===== config.mk =====
export PLATFORM = sky130hd
export DESIGN_NAME = systolic_feeder
export DESIGN_NICKNAME = d
export VERILOG_FILES = /design/src/rtl/systolic_pkg.sv /design/src/rtl/systolic_feed_lane.sv /design/src/rtl/systolic_feeder.sv
export SDC_FILE = /design/constraint.sdc
export NUM_CORES = 1
export LEC_CHECK = 0
export ABC_AREA = 1
export BUFFER_PORTS_ARGS = -buffer_cell sky130_fd_sc_hd__buf_2
export CAP_MARGIN = 10
export CORE_ASPECT_RATIO = 1.1
export CORE_MARGIN = 2
export CORE_UTILIZATION = 40
export CTS_CLUSTER_SIZE = 24
export DETAILED_ROUTE_END_ITERATION = 8
export HOLD_SLACK_MARGIN = 0.08
export SLEW_MARGIN = 20
export SYNTH_ARGS = -nofsm -noshare
export SYNTH_HDL_FRONTEND = slang
export SYNTH_SLANG_ARGS = --single-unit

===== constraint.sdc =====
create_clock -name clk -period 5.2 [get_ports clk]
set_input_delay 1.04 -clock clk [delete_from_list [all_inputs] [get_ports clk]]
set_output_delay 1.04 -clock clk [all_outputs]
set_load 0.005 [all_outputs]

===== src/rtl/systolic_pkg.sv =====
// ============================================================================
// systolic_pkg : shared types and helpers for the systolic array feeder
// Revision     : 1.0
// ============================================================================
`default_nettype none

package systolic_pkg;

    localparam int DW_DEFAULT = 8;

    typedef enum logic [2:0] {
        IDLE   = 3'd0,
        CLEAR  = 3'd1,
        STREAM = 3'd2,
        DRAIN  = 3'd3,
        DONE   = 3'd4
    } feeder_state_t;

    // Number of cycles needed to push a fully skewed SIZE-wide wavefront.
    function automatic int stream_len(input int size);
        return 2 * size - 1;
    endfunction

endpackage

`default_nettype wire


===== src/rtl/systolic_feed_lane.sv =====
// ============================================================================
// systolic_feed_lane : one skewed edge lane; emits vec[t-LANE] in its window
// Revision           : 1.0
// ============================================================================
`default_nettype none

module systolic_feed_lane
    import systolic_pkg::*;
#(
    parameter int SIZE = 4,
    parameter int DW   = DW_DEFAULT,
    parameter int LANE = 0,
    parameter int TW   = $clog2(2 * SIZE)
) (
    input  logic                     clk,
    input  logic                     reset,
    input  logic                     fire,
    input  logic [TW-1:0]            t_next,
    input  logic [SIZE-1:0][DW-1:0]  vec,
    output logic [DW-1:0]            data,
    output logic                     valid
);

    localparam int            KW   = (SIZE > 1) ? $clog2(SIZE) : 1;
    localparam logic [TW-1:0] C_LO = TW'(LANE);
    localparam logic [TW-1:0] C_HI = TW'(LANE + SIZE);

    logic          w_in_win;
    logic [KW-1:0] w_idx;

    // t_next is the stream index of the cycle these registers will present.
    assign w_in_win = fire && (t_next >= C_LO) && (t_next < C_HI);
    assign w_idx    = KW'(t_next - C_LO);

    always_ff @(posedge clk or negedge reset) begin
        if (!reset) begin
            valid <= 1'b0;
            data  <= '0;
        end else begin
            valid <= w_in_win;
            data  <= w_in_win ? vec[w_idx] : '0;
        end
    end

endmodule

`default_nettype wire


===== src/rtl/systolic_feeder.sv =====
// ============================================================================
// systolic_feeder : buffers one A/B operand pair and streams it, skewed,
//                   into the systolic MAC array edge; pulses done at drain end
// Revision        : 1.0
// ============================================================================
`default_nettype none

module systolic_feeder
    import systolic_pkg::*;
#(
    parameter int SIZE    = 4,
    parameter int DW      = DW_DEFAULT,
    parameter int MAC_LAT = 1
) (
    input  logic                     clk,
    input  logic                     reset,
    input  logic                     load_valid,
    output logic                     load_ready,
    input  logic [SIZE-1:0][DW-1:0]  load_a,
    input  logic [SIZE-1:0][DW-1:0]  load_b,
    input  logic                     start,
    output logic [SIZE-1:0][DW-1:0]  a_in_o,
    output logic [SIZE-1:0][DW-1:0]  b_in_o,
    output logic [SIZE-1:0]          valid_a_o,
    output logic [SIZE-1:0]          valid_b_o,
    output logic                     acc_clear,
    output logic                     busy,
    output logic                     done
);

    localparam int            TW         = $clog2(2 * SIZE);
    localparam int            KW         = (SIZE > 1) ? $clog2(SIZE) : 1;
    localparam int            DRW        = $clog2(SIZE * MAC_LAT + 1);
    localparam logic [TW-1:0] C_T_LAST   = TW'(stream_len(SIZE) - 1);
    localparam logic [TW-1:0] C_CNT_LAST = TW'(SIZE - 1);
    localparam logic [DRW-1:0] C_DRAIN_LAST = DRW'(SIZE * MAC_LAT - 1);

    feeder_state_t                    r_state;
    logic [TW-1:0]                    r_t;
    logic [TW-1:0]                    r_load_cnt;
    logic [DRW-1:0]                   r_drain;
    logic                             r_loaded;
    logic [SIZE-1:0][SIZE-1:0][DW-1:0] r_buf_a;
    logic [SIZE-1:0][SIZE-1:0][DW-1:0] r_buf_b;

    logic          w_accept;
    logic          w_fire;
    logic [TW-1:0] w_t_next;

    assign w_accept = load_valid && load_ready;

    // Lanes register their outputs, so they are fed the index of the next cycle.
    assign w_fire   = (r_state == CLEAR) || ((r_state == STREAM) && (r_t != C_T_LAST));
    assign w_t_next = (r_state == CLEAR) ? '0 : (r_t + TW'(1));

    // Row i of A and column j of B are each stored as a k-indexed vector.
    always_ff @(posedge clk) begin
        if (w_accept) begin
            for (int i = 0; i < SIZE; i++) begin
                r_buf_a[i][KW'(r_load_cnt)] <= load_a[i];
                r_buf_b[i][KW'(r_load_cnt)] <= load_b[i];
            end
        end
    end

    always_ff @(posedge clk or negedge reset) begin
        if (!reset) begin
            r_state    <= IDLE;
            r_t        <= '0;
            r_drain    <= '0;
            r_load_cnt <= '0;
            r_loaded   <= 1'b0;
            load_ready <= 1'b0;
            acc_clear  <= 1'b0;
            busy       <= 1'b0;
            done       <= 1'b0;
        end else begin
            case (r_state)
                IDLE: begin
                    if (start && r_loaded) begin
                        r_state    <= CLEAR;
                        acc_clear  <= 1'b1;
                        busy       <= 1'b1;
                        load_ready <= 1'b0;
                    end else if (w_accept) begin
                        r_load_cnt <= r_load_cnt + TW'(1);
                        if (r_load_cnt == C_CNT_LAST) begin
                            r_loaded   <= 1'b1;
                            load_ready <= 1'b0;
                        end else begin
                            load_ready <= 1'b1;
                        end
                    end else begin
                        load_ready <= !r_loaded;
                    end
                end
                CLEAR: begin
                    acc_clear <= 1'b0;
                    r_t       <= '0;
                    r_state   <= STREAM;
                end
                STREAM: begin
                    if (r_t == C_T_LAST) begin
                        r_drain <= '0;
                        r_state <= DRAIN;
                    end else begin
                        r_t <= r_t + TW'(1);
                    end
                end
                DRAIN: begin
                    if (r_drain == C_DRAIN_LAST) begin
                        done    <= 1'b1;
                        r_state <= DONE;
                    end else begin
                        r_drain <= r_drain + DRW'(1);
                    end
                end
                DONE: begin
                    done       <= 1'b0;
                    busy       <= 1'b0;
                    r_loaded   <= 1'b0;
                    r_load_cnt <= '0;
                    load_ready <= 1'b1;
                    r_state    <= IDLE;
                end
                default: r_state <= IDLE;
            endcase
        end
    end

    for (genvar g = 0; g < SIZE; g++) begin : g_lane
        systolic_feed_lane #(
            .SIZE (SIZE),
            .DW   (DW),
            .LANE (g),
            .TW   (TW)
        ) u_lane_a (
            .clk    (clk),
            .reset  (reset),
            .fire   (w_fire),
            .t_next (w_t_next),
            .vec    (r_buf_a[g]),
            .data   (a_in_o[g]),
            .valid  (valid_a_o[g])
        );

        systolic_feed_lane #(
            .SIZE (SIZE),
            .DW   (DW),
            .LANE (g),
            .TW   (TW)
        ) u_lane_b (
            .clk    (clk),
            .reset  (reset),
            .fire   (w_fire),
            .t_next (w_t_next),
            .vec    (r_buf_b[g]),
            .data   (b_in_o[g]),
            .valid  (valid_b_o[g])
        );
    end

endmodule

`default_nettype wire


== Word level (Yosys, flattened, before mapping) ==
Index checks and enable logic that the tools add are counted.

* Flip-flop bits (word level): 341
* Input bits: 68
* Output and inout port bits: 76
* Logic and storage cells: 177

* Reductions and logical operators: 28
* Equality and inequality tests: 16
* Order comparisons: 14
* $add $sub $neg: 6
* Mux-type cells: 60

{| class="wikitable"
|+ Operator list
! cell !! count
|-
| bitwise mux 32 bit || 8
|-
| two-way mux 8 bit || 17
|-
| binary-select mux 8 bit (select 2 bit) || 8
|-
| two-way mux 3 bit || 9
|-
| one-hot mux 3 bit (2 select lines) || 3
|-
| demux 8 bit (select 2 bit) || 1
|-
| < comparator 2 x 3 -> 1 bit (second input constant) || 5
|-
| != test 2 bit (second input constant) || 7
|-
| equality test 3 x 2 -> 1 bit (second input constant) || 4
|-
| logical AND 1 bit || 12
|-
| < comparator 3 bit (second input constant) || 4
|-
| one-hot mux 3 bit (4 select lines) || 1
|-
| one-hot mux 1 bit (2 select lines) || 5
|-
| nonzero test 2 bit || 5
|-
| adder 3 x 1 -> 3 bit (second input constant) || 3
|-
| AND reduction 3 bit || 3
|-
| two-way mux 1 bit || 8
|-
| AND reduction 2 bit || 4
|-
| equality test 3 bit (second input constant) || 2
|-
| greater-or-equal comparator 3 x 1 -> 1 bit (second input constant) || 2
|-
| greater-or-equal comparator 3 x 2 -> 1 bit (second input constant) || 2
|-
| AND reduction 4 bit || 1
|-
| subtractor 2 bit (second input constant) || 2
|-
| equality test 3 x 1 -> 1 bit (second input constant) || 1
|-
| 7 further kinds || 7
|}

== Depth between registers and ports, before layout ==
* Depth in word-level cells: 6
* Mapped depth: 17
* Gate-level depth less buffers: 12

== Cells and area by module ==
Synthesis repeated with hierarchy kept, for this count alone.

* Cell total of the unflattened synthesis: 1295
* Area total of the unflattened synthesis: 14262.4 µm²

{| class="wikitable"
|+ Modules (own cells, without submodules)
! module !! times used !! cells an instance !! seq. area each (µm²) !! area an instance (µm²)
|-
| systolic_feeder || 1 || 387 || 8112.8 || 8707.1
|-
| systolic_feed_lane (g_lane[1].u_lane_a ...) || 2 || 128 || 225.2 || 752.0
|-
| systolic_feed_lane (g_lane[3].u_lane_a ...) || 2 || 110 || 225.2 || 706.9
|-
| systolic_feed_lane (g_lane[0].u_lane_a ...) || 2 || 107 || 225.2 || 660.6
|-
| systolic_feed_lane (g_lane[2].u_lane_a ...) || 2 || 109 || 225.2 || 658.1
|}

== Worst setup path before layout ==
OpenSTA, ideal clock, no wires.

* Path type: input to register
* From: input load_valid
* To: register r_buf_a[0] in the netlist's numbering, enable pin
* Stages: 2
* Required time: 4.714 ns
* Setup time: 0.486 ns
* Path buffers: 0
* Arrival: 3.843 ns
* Slack: 0.870 ns
* Path through: nand2_1 -> nor2_1

* Cells in the longest elaborated chain, start to end: 1

{| class="wikitable"
|+ RTL lines
! item !! RTL line !! RTL
|-
| from (decl) || systolic_feeder.sv:17 || <nowiki>input logic load_valid,</nowiki>
|-
| logical AND 1 bit || systolic_feeder.sv:50 || <nowiki>assign w_accept = load_valid && load_ready;</nowiki>
|-
| to (signal, indexed assignment) || systolic_feeder.sv:60 || <nowiki>r_buf_a[i][KW'(r_load_cnt)] <= load_a[i];</nowiki>
|-
| to (decl) || systolic_feeder.sv:43 || <nowiki>logic [SIZE-1:0][SIZE-1:0][DW-1:0] r_buf_a;</nowiki>
|}

Every way passes these cells.
A chain may end at the register's enable or synchronous reset.

== Worst setup path in the final report ==
* From: register r_t[0]
* To: register g_lane[3].u_lane_a.data[3]

* Cells in the longest elaborated chain, start to end: 6
* Elaborated cells on any way between the ends: 13
* Those cells by class: 2 x add/sub; 2 x order compare; 1 x eq/ne; 4 x mux; 4 x reduce/logical

{| class="wikitable"
|+ RTL lines
! item !! RTL line !! RTL
|-
| from (decl) || systolic_feeder.sv:39 || <nowiki>logic [TW-1:0] r_t;</nowiki>
|-
| from (signal assigned) || systolic_feeder.sv:107 || <nowiki>r_t <= r_t + TW'(1);</nowiki>
|-
| adder 3 x 1 -> 3 bit / != test 3 bit (equally long branches) || systolic_feeder.sv:54, systolic_feeder.sv:53 ||
|-
| two-way mux 3 bit / logical AND 1 bit (equally long branches) || systolic_feeder.sv:54, systolic_feeder.sv:53 ||
|-
| subtractor 2 bit, or another cell as far along || systolic_feed_lane.sv:33 || <nowiki>assign w_idx = KW'(t_next - C_LO);</nowiki>
|-
| binary-select mux 8 bit (select 2 bit) / logical AND 1 bit (equally long branches) || systolic_feed_lane.sv:41, systolic_feed_lane.sv:32 ||
|-
| two-way mux 8 bit (not written as such) / logical AND 1 bit (equally long branches) || systolic_feed_lane.sv:41, systolic_feed_lane.sv:32 ||
|-
| two-way mux 8 bit (*) || systolic_feed_lane.sv:41 || <nowiki>data <= w_in_win ? vec[w_idx] : '0;</nowiki>
|-
| to (signal assigned) || systolic_feed_lane.sv:41 ||
|-
| to (decl) || systolic_feed_lane.sv:20 || <nowiki>output logic [DW-1:0] data,</nowiki>
|}

Every way passes the cells marked *; elsewhere a longest branch is shown, timed or not. The select of a mux whose other input is x is not followed.

==> results.toml <==
[status]
run_status = "complete, no violations"

[cells_and_area]
drive_gt1_share_pct = 17.73
multiInputGateArea_um2 = 2904
final_util_pct = 47.16
fillCellCount = 3126
syn2layout_area_growth_pct = 15.78
antennaDiodeCount = 0
final_nets = 1463
ff_latch_area_um2 = 9814

[placed_design]
place_congestion = 0.7616
dp_hpwl_um = 17660
io_buffer_count = 143

[logic_synthesis]
ys_warn_count = 0
syn_area_um2 = 14000
ys.flop_type = "edfxtp_1"
ys_seq_area_share_pct = 70.08
synth_top_cell_by_area = "edfxtp_1"
synth.most_common_cell = "edfxtp_1"
ys_async_sr_fraction_pct = 24.93
synth.top_cell.area_share_pct = 54.89
synthTopCellsByArea = "edfxtp_1 55%, dfrtp_1 15%, inv_1 6.4%"
synth_nets = 1333
ys_ff_latch = 341
avgSynthCellArea_um2 = 11.17
netlist_top_cells_count = "256 x edfxtp_1, 238 x inv_1, 234 x nand2_1, 162 x nand3_1, 85 x dfrtp_1"
synth-edff-count = 256
synth_cell_types = 28
synth_cells = 1254

[clocking]
cts_buffers = 36
post_cts_buffers = 0
cts_tree = "yes"
ctsResizeCount = 0
clkTransAtPathRegs_ns = 0.06
clk-insertion-delay-late_ns = 0.52
cts_root_buf = "clkbuf_16"
postCtsHoldBufs = 0
clock_sinks = 341
h-tree-depth = 2
cts_max_path_buffers = 3

[grt]
grt_pass1_vias = 8597
grt_overflow = 0
grt_max_degree = 97
grt_pass1_wl_um = 46660
track_usage_pct = 16.28
antenna_found_initial = 2

[sta]
rsz0062_at_grt = "no"
finalMaxSlewViolations = 0
worstMarginPinSlew_ns = 1.105
timing.fmax_mhz = 257.2
final-setup-viol-count = 0
min_period_ns = 3.889
final.setup_skew_ns = 0.02259
finalCritPeriodShare_pct = 74.78
fin_setup_tns_ns = 0
final_hold_viol_count = 0
maxSlewHeadroom_pct = 26.36

[floorplanning]
io_pins = 144
start_util_pct = 40.74
chipHeight_um = 200.2
core_area_um2 = 34380
core.rowCount = 71
dieWidth_um = 182.4
die-area_um2 = 36530

[worst_setup_path]
cpLargestDelayFamily = "buffers and inverters"
worstPathRequired_ns = 5.61
timing.critical_path.buf_inv = 5
crit_chain = "inv_4, ha_1, inv_1, nand2_2, buf_4, ha_1, inv_1, nand3_1, nand2_1, nand2_2, inv_2"
critical_path.slowest_cell = "ha_1"
slowest_delay_ns = 0.85
path_max_fanout = 67
cp.arrival_ns = 4.30
cp-start-kind = "register"
worst-setup-path-type = "register to register"
end_kind = "register"

[routing]
via_count = 8601
initialDrtViolationCount = 419
ant_nets = 0
drc_errors = 0
wirelength_um = 29460
drtPass1Iterations = 5
routedWlPerCell_um = 15.94
vias_per_cell = 4.654

[run]
drv_cap = 0

[pwr]
fin_total_pwr_uw = 9734
power.density_nw_per_um2 = 600.4
power.leakage_uw = 0.007501
ir_drop_uv = 367.8

[worst_hold_path]
min_path_type = "register to register"
layer usage:
layer | wire, µm | track usage (%)
met5 | 21 | 0
met4 | 666 | 4.666
met3 | 1395 | 3.073
met2 | 14890 | 29.29
met1 | 12490 | 19.88
worst register-to-register path: cells and delay by family (launching register included):
kind / cells / cell delay [ns]
adder cells (fa/ha/maj): 2 / 1.25
buffers and inverters: 5 / 1.62
flip-flops: 1 / 0.48
AND/OR/NAND/NOR: 4 / 0.43
final timing paths:
| kind | startpoint | endpoint | slack (ns) | cells after the start |
|---|---|---|---|---|
| min reg2reg | r_drain[0]$_DFFE_PN0P_ | r_drain[0]$_DFFE_PN0P_ | 0.49 | 1 |
| min | r_drain[0]$_DFFE_PN0P_ | r_drain[0]$_DFFE_PN0P_ | 0.49 | 1 |
| max | r_t[0]$_DFFE_PN0P_ | g_lane[3].u_lane_a.data[3]$_DFF_PN0_ | 1.31 | 11 |
| min in group asynchronous | reset | g_lane[0].u_lane_b.data[7]$_DFF_PN0_ | 0.63 | 1 |
| max in group asynchronous | reset | r_t[2]$_DFFE_PN0P_ | 3.66 | 2 |
| max reg2reg | r_t[0]$_DFFE_PN0P_ | g_lane[3].u_lane_a.data[3]$_DFF_PN0_ | 1.31 | 11 |
sequential cells by signal, indices dropped and copies added, names as in the netlist, 2 cells and up:
| register | cells |
|---|---|
| r_drain | 3 |
| r_t | 3 |
| r_buf_a | 128 |
| g_lane.u_lane_a.data | 32 |
| g_lane.u_lane_a.valid | 2 |
| r_load_cnt | 3 |
| g_lane.u_lane_b.valid | 2 |
| r_buf_b | 128 |
| g_lane.u_lane_b.data | 32 |
| r_state | 3 |
metrics by stage:
stage          worst slack, ns  instance area, µm²  std cells  hold WS [ns]
6_report                 1.311               16210       1848        0.4850
3_5_place_dp             1.260               15030       1784        0.4777
5_1_grt                 0.9622               16210       1848        0.5004
4_1_cts                  1.241               16210       1848        0.4856
2_1_floorplan           0.8703               14000       1254        0.4573
3_3_place_gp             1.376               15030       1784        0.4715
where the power goes:
group / switching [µW] / internal (µW) / total [µW]
logic: 2550 / 1080 / 3640
clock network: 1000 / 1540 / 2540
registers: 138 / 3420 / 3560
total: 3690 / 6040 / 9730
cells in the final DEF, fill, tap and decap left out, drive strengths merged:
cell type	synthesis	layout
a21oi	33	33
a31oi	1	1
buf	48	155
bufinv	0	3
clkbuf	15	53
clkinv	0	7
clkinvlp	0	1
dfrtp	85	85
edfxtp	256	256
ha	11	11
inv	255	255
mux2i	1	1
nand2	250	250
nand3	167	167
nand3b	32	32
nand4	2	2
nor2	80	80
o21ai	14	14
o22ai	3	3
o31ai	1	1
logic make-up after synthesis:
| group | synth area share [%] |
|---|---|
| AND/OR/NAND/NOR | 17.56 |
| flip-flops | 70.08 |
| buffers and inverters | 9.399 |
| AO/OA/AOI/OAI | 1.912 |
| adder cells (fa/ha/maj) | 0.9827 |
| multiplexers | 0.07148 |
cell type report:
type / instances / area share [%]
tap: 438 / 3.380
inverter: 255 / 5.919
sequential: 341 / 60.53
multi-input combinational: 595 / 17.91
clock inverter: 11 / 0.8720
timing repair buffer: 155 / 4.985
clock buffer: 53 / 6.405
Note: power is estimated with default switching activity, not from simulation.
